File: config.mk
export PLATFORM = sky130hd
export DESIGN_NAME = imm_gen_pipe
export DESIGN_NICKNAME = d
export VERILOG_FILES = /design/src/rtl/imm_gen_pipe.sv
export SDC_FILE = /design/constraint.sdc
export NUM_CORES = 1
export LEC_CHECK = 0
export BUFFER_PORTS_ARGS = -buffer_cell sky130_fd_sc_hd__buf_4
export CAP_MARGIN = 20
export CORE_UTILIZATION = 40
export CTS_CLUSTER_SIZE = 12
export DETAILED_ROUTE_END_ITERATION = 16
export PLACE_DENSITY = 0.69
export SLEW_MARGIN = 30
export SYNTH_ARGS = -nofsm -noshare
export SYNTH_HDL_FRONTEND = slang
export SYNTH_SLANG_ARGS = --single-unit
File: constraint.sdc
create_clock -name clk -period 6.1 [get_ports clk]
set_input_delay 1.22 -clock clk [delete_from_list [all_inputs] [get_ports clk]]
set_output_delay 1.22 -clock clk [all_outputs]
set_load 0.02 [all_outputs]
File: src/rtl/imm_gen_pipe.sv
// imm_gen_pipe: RV32/RV64 immediate decoder with a one-entry valid/ready output register and illegal-opcode counter
module imm_gen_pipe #(
   parameter int XLEN  = 32,
   parameter int CNT_W = 16
) (
   input  logic             clk,
   input  logic             reset,
   input  logic             in_valid,
   output logic             in_ready,
   input  logic [31:0]      inst_code,
   output logic             out_valid,
   input  logic             out_ready,
   output logic [XLEN-1:0]  imm_out,
   output logic [2:0]       imm_type,
   output logic             illegal,
   output logic [CNT_W-1:0] illegal_cnt
);
   localparam logic RV64 = (XLEN == 64);
   logic [6:0]         opc;
   logic [2:0]         type_d, type_q;
   logic               ill_d, ill_q, valid_d, valid_q, xfer;
   logic signed [31:0] imm32;
   logic [XLEN-1:0]    imm_d, imm_q;
   logic [CNT_W-1:0]   cnt_d, cnt_q;
   assign opc       = inst_code[6:0];
   assign in_ready  = reset || !valid_q || out_ready;
   assign xfer      = in_valid && in_ready;
   assign out_valid = valid_q;
   assign imm_out   = imm_q;
   assign imm_type  = type_q;
   assign illegal   = ill_q;
   assign illegal_cnt = cnt_q;
   always_comb begin
      type_d = 3'd0;
      ill_d  = 1'b0;
      case (opc)
         7'b0000011, 7'b0010011, 7'b1100111: type_d = 3'd1;
         7'b0011011: begin
            type_d = RV64 ? 3'd1 : 3'd0;
            ill_d  = !RV64;
         end
         7'b0100011: type_d = 3'd2;
         7'b1100011: type_d = 3'd3;
         7'b0110111, 7'b0010111: type_d = 3'd4;
         7'b1101111: type_d = 3'd5;
         7'b0110011, 7'b0001111, 7'b1110011: type_d = 3'd0;
         7'b0111011: ill_d = !RV64;
         default: ill_d = 1'b1;
      endcase
   end
   // every format carries its sign in bit 31, so one signed widening covers RV64
   assign imm32 = (type_d == 3'd1) ? {{20{inst_code[31]}}, inst_code[31:20]} :
                  (type_d == 3'd2) ? {{20{inst_code[31]}}, inst_code[31:25], inst_code[11:7]} :
                  (type_d == 3'd3) ? {{19{inst_code[31]}}, inst_code[31], inst_code[7], inst_code[30:25], inst_code[11:8], 1'b0} :
                  (type_d == 3'd4) ? {inst_code[31:12], 12'b0} :
                  (type_d == 3'd5) ? {{11{inst_code[31]}}, inst_code[31], inst_code[19:12], inst_code[20], inst_code[30:21], 1'b0} :
                  32'sd0;
   assign imm_d   = XLEN'(imm32);
   assign valid_d = xfer ? 1'b1 : (out_ready ? 1'b0 : valid_q);
   assign cnt_d   = (xfer && ill_d && !(&cnt_q)) ? cnt_q + CNT_W'(1) : cnt_q;
   always_ff @(posedge clk) begin
      if (reset) begin
         valid_q <= 1'b0;
         imm_q   <= '0;
         type_q  <= 3'd0;
         ill_q   <= 1'b0;
         cnt_q   <= '0;
      end else begin
         valid_q <= valid_d;
         cnt_q   <= cnt_d;
         if (xfer) begin
            imm_q  <= imm_d;
            type_q <= type_d;
            ill_q  <= ill_d;
         end
      end
   end
endmodule

==> summary.txt <==
STA
  – Fin Hold WS: between 0.4 and 0.5 ns
  – Final period util: roughly 54%
  – Hold Vio Cnt, Final: 0
  – Final count of negative-setup-slack endpoints: 0
  – Skew final: 0.0118 ns
  – Slew Viols, Final: 0
  – F_max: 301 MHz
  – Setup Total Neg Slack: 0 ns
  – Slew headroom: around 42%
  – Worst-Margin Slew: 0.865 ns
  – RSZ-0062 raised after global routing: false
  – Tmin final: ~3.3 ns
  – Setup WS post-layout: ~2.8 ns

Global routing
  – GRT Total Usage: between 20 and 25%
  – Total congestion overflow: 0
  – Global-route wire length before repair: 10700 um
  – Vias in the first global route: 2306
  – Antenna violations before repair: 0
  – Largest net degree at the start of global routing: 45

Setup path
  – WP buf/inv: 2
  – Crit path kind: in -> out
  – Critical Path Most Common Cell: buf_4
  – Max incr delay on CP: about 0.46 ns
  – Crit. End Element: primary output
  – Reg2Reg Depth: 6
  – CP delay by family, top: simple AND/OR/NAND/NOR gates
  – R2R Setup Slk: 3.80 ns
  – Crit path max fanout: 44
  – Reg2Reg Capture Point: illegal_cnt[6]
  – Reg2reg start: out_valid
  – Crit path DAT: between 2 and 2.5 ns
  – CP required: slightly below 5 ns
  – CP startpoint kind: input port
  – CP cell instances: buf_4 -> or3b_4 -> buf_4
  – Crit path max-delay cell type: or3b_4

Floorplanning
  – I/O pin count: 90
  – Num rows: 28
  – Starting Density: a little over two fifths
  – Die width: about 81 um
  – Full die area: 6630 um^2
  – Die Y: approximately 81 um
  – Core ar.: about 6000 um^2

Place
  – GP Congestion: 0.843
  – Placed wire-length estimate: 4660 um
  – DP Worst Slack: between 2 and 3 ns
  – Buffers on Ports: slightly below 90

Final layout
  – Share of cells above drive strength 1: a little over a quarter
  – # fillers: 583
  – Layout area overhead: 30.7%
  – Final net count: 423
  – Diodes inserted: 0

Synthesis
  – Synth area leader: dfxtp_1
  – Main synth FF type: dfxtp_1
  – Yosys reg bits: 53
  – Yosys cell types: 49
  – Mapped Area: 2520 um^2
  – Post-synthesis async set-or-reset flop share: 0%
  – Top cells by area, synth: dfxtp_1 (42%), a21oi_1 (6.1%), nor2_1 (5.4%)
  – Post-Syn Area per Cell: just over 8 um^2
  – Share of the synthesized area in the top cell type: 42.0%
  – Synthesized instance count: approximately 300
  – Ys Warns: 0
  – Sequential share of the synthesized area: a little over two fifths
  – Syn nets: ~340
  – Post-synth EDFFs: 0

CTS
  – CTS tree: built
  – CTS Hold Bufs: 0
  – H-tree depth: 2
  – TritonCTS Buffers: 5
  – Post-CTS Setup Inserts: 0
  – Post_cts resized: 0
  – Clock latency on the worst-skew pair: 0.31 ns
  – CTS clk-pin slew, worst paths: ~0.10 ns
  – Maximum buffer depth of the clock tree: 2
  – Root Buffer: clkbuf_8
  – Num Clock Sinks: between 50 and 60

Detailed routing
  – Remaining antenna violation count: 0
  – Drt pass-1 iters: 4
  – Drc violations: 0
  – Final wirelength: 6560 um
  – Routed len/inst: 14.2 um
  – Iter 0 DRT Violations: around 110
  – Via count: roughly 2500
  – Via/cell ratio: 5.50

Outcome
  – Status: finished clean

Min path
  – Hold path startpoint: imm_out[31]
  – Hold Path Depth: 2
  – Hold/Removal Path Class: reg -> reg
  – Worst Hold End: imm_out[31]

Power and ir drop
  – Lkg Pwr: between 1 and 1.5 nW
  – Max VDD drop: approximately 0.13 mV
  – Pwr Density: approximately 200 nW/um^2

Flow run
  – Max_cap viols: 0
[layout make-up]
type	count	area, um^2	area share (%)
repair buffers	90	676	20.5
multi-input cells	229	1350	40.8
flip-flops and latches	53	1060	32.2
clock inverters	3	26.3	0.796
well taps	75	93.8	2.84
clock buffers	5	68.8	2.09
inverters	7	26.3	0.796
[worst register-to-register path, stage by stage, from the launching register on]
cell      delay, ns
dfxtp_1        0.33
or3b_4         0.24
and2_1         0.12
buf_4          0.27
o211ai_2       0.42
nor4_1         0.45
mux2_1         0.35
[power by group]
part | total, mW | switching [mW] | internal, mW
logic | 0.105 | 0.0598 | 0.0448
registers | 0.363 | 0.00709 | 0.356
clock network | 0.208 | 0.124 | 0.0839
[how the worst max path moves through the flow]
stage                      from         endpoint  slack (ns)  cells after the start
after global placement    reset  illegal_cnt[14]        2.61                      7
after global routing      reset   illegal_cnt[8]        2.66                      7
after detailed placement  reset   illegal_cnt[6]        2.56                      7
after floorplan           reset         in_ready        3.08                      2
final                     reset         in_ready        2.78                      3
after CTS                 reset         in_ready        2.78                      3
[kinds of logic (layout without fill, tap and decap cells)]
group           after synthesis  after routing  synth area share, %
xor+xnor                      1              1                0.347
buf+inv                      25            105                 4.61
flops                        53             53                 42.0
mux                          10             10                 4.46
fa+ha+maj                     1              1                0.495
compound gates               78             78                 20.0
simple gates                139            139                 28.0
[cell usage after synthesis (2+ instances only)]
cell / instances
nor3b_1: 2
dfxtp_1: 53
or3_1: 3
or4_1: 4
inv_1: 7
nand2b_1: 3
a22o_1: 6
a211oi_1: 6
and3b_1: 2
nor2b_1: 10
a21oi_1: 31
nand2_1: 29
nor2_1: 36
o31ai_1: 4
and2_1: 2
a221oi_1: 5
nand3_1: 9
and3_1: 3
mux2_1: 9
o21a_1: 3
nand4_1: 2
buf_6: 2
nor3_1: 18
nor4_1: 7
o21ai_0: 13
buf_2: 6
clkbuf_1: 10
[registers in the layout, indices dropped and copies added, names as in the netlist]
signal and count:
imm_out 32, illegal_cnt 16, imm_type 3, illegal 1
out_valid 1
[per-stage QoR]
step	utilization (%)	instances	power [mW]	cell area (um^2)
5_1_grt	55.1	462	0.712	3300
3_5_place_dp	53.5	454	0.476	3200
2_1_floorplan	-	307	0.431	2520
6_report	55.1	462	0.676	3300
3_3_place_gp	53.5	454	0.474	3200
4_1_cts	55.1	462	0.679	3300
[per-layer routing]
| metal | part of all wire, % | GRT usage, % | wire length (um) |
|---|---|---|---|
| met4 | 1.5 | 5.89 | 100 |
| met5 | 0 | 0 | 0 |
| met3 | 5.6 | 5.00 | 370 |
| met1 | 47 | 27.3 | 3110 |
| met2 | 45 | 32.8 | 2980 |
[placed cells by master, fill, tap and decap left out, types with 2 or more instances in the layout]
| master | count |
|---|---|
| dfxtp_1 | 53 |
| a211oi_1 | 6 |
| a21oi_1 | 31 |
| clkinv_4 | 2 |
| buf_4 | 90 |
| nor2b_1 | 10 |
| o21a_1 | 3 |
| nor3b_1 | 2 |
| mux2_1 | 9 |
| nand2_1 | 29 |
| nand3_1 | 9 |
| a22o_1 | 6 |
| and3_1 | 3 |
| or3_1 | 3 |
| and2_1 | 2 |
| o21ai_0 | 13 |
| a221oi_1 | 5 |
| or4_1 | 4 |
| o31ai_1 | 4 |
| clkbuf_8 | 5 |
| and3b_1 | 2 |
| nand2b_1 | 3 |
| nand4_1 | 2 |
| nor3_1 | 18 |
| inv_1 | 7 |
| nor4_1 | 7 |
| nor2_1 | 36 |
Note: power is estimated with default switching activity, not from simulation.
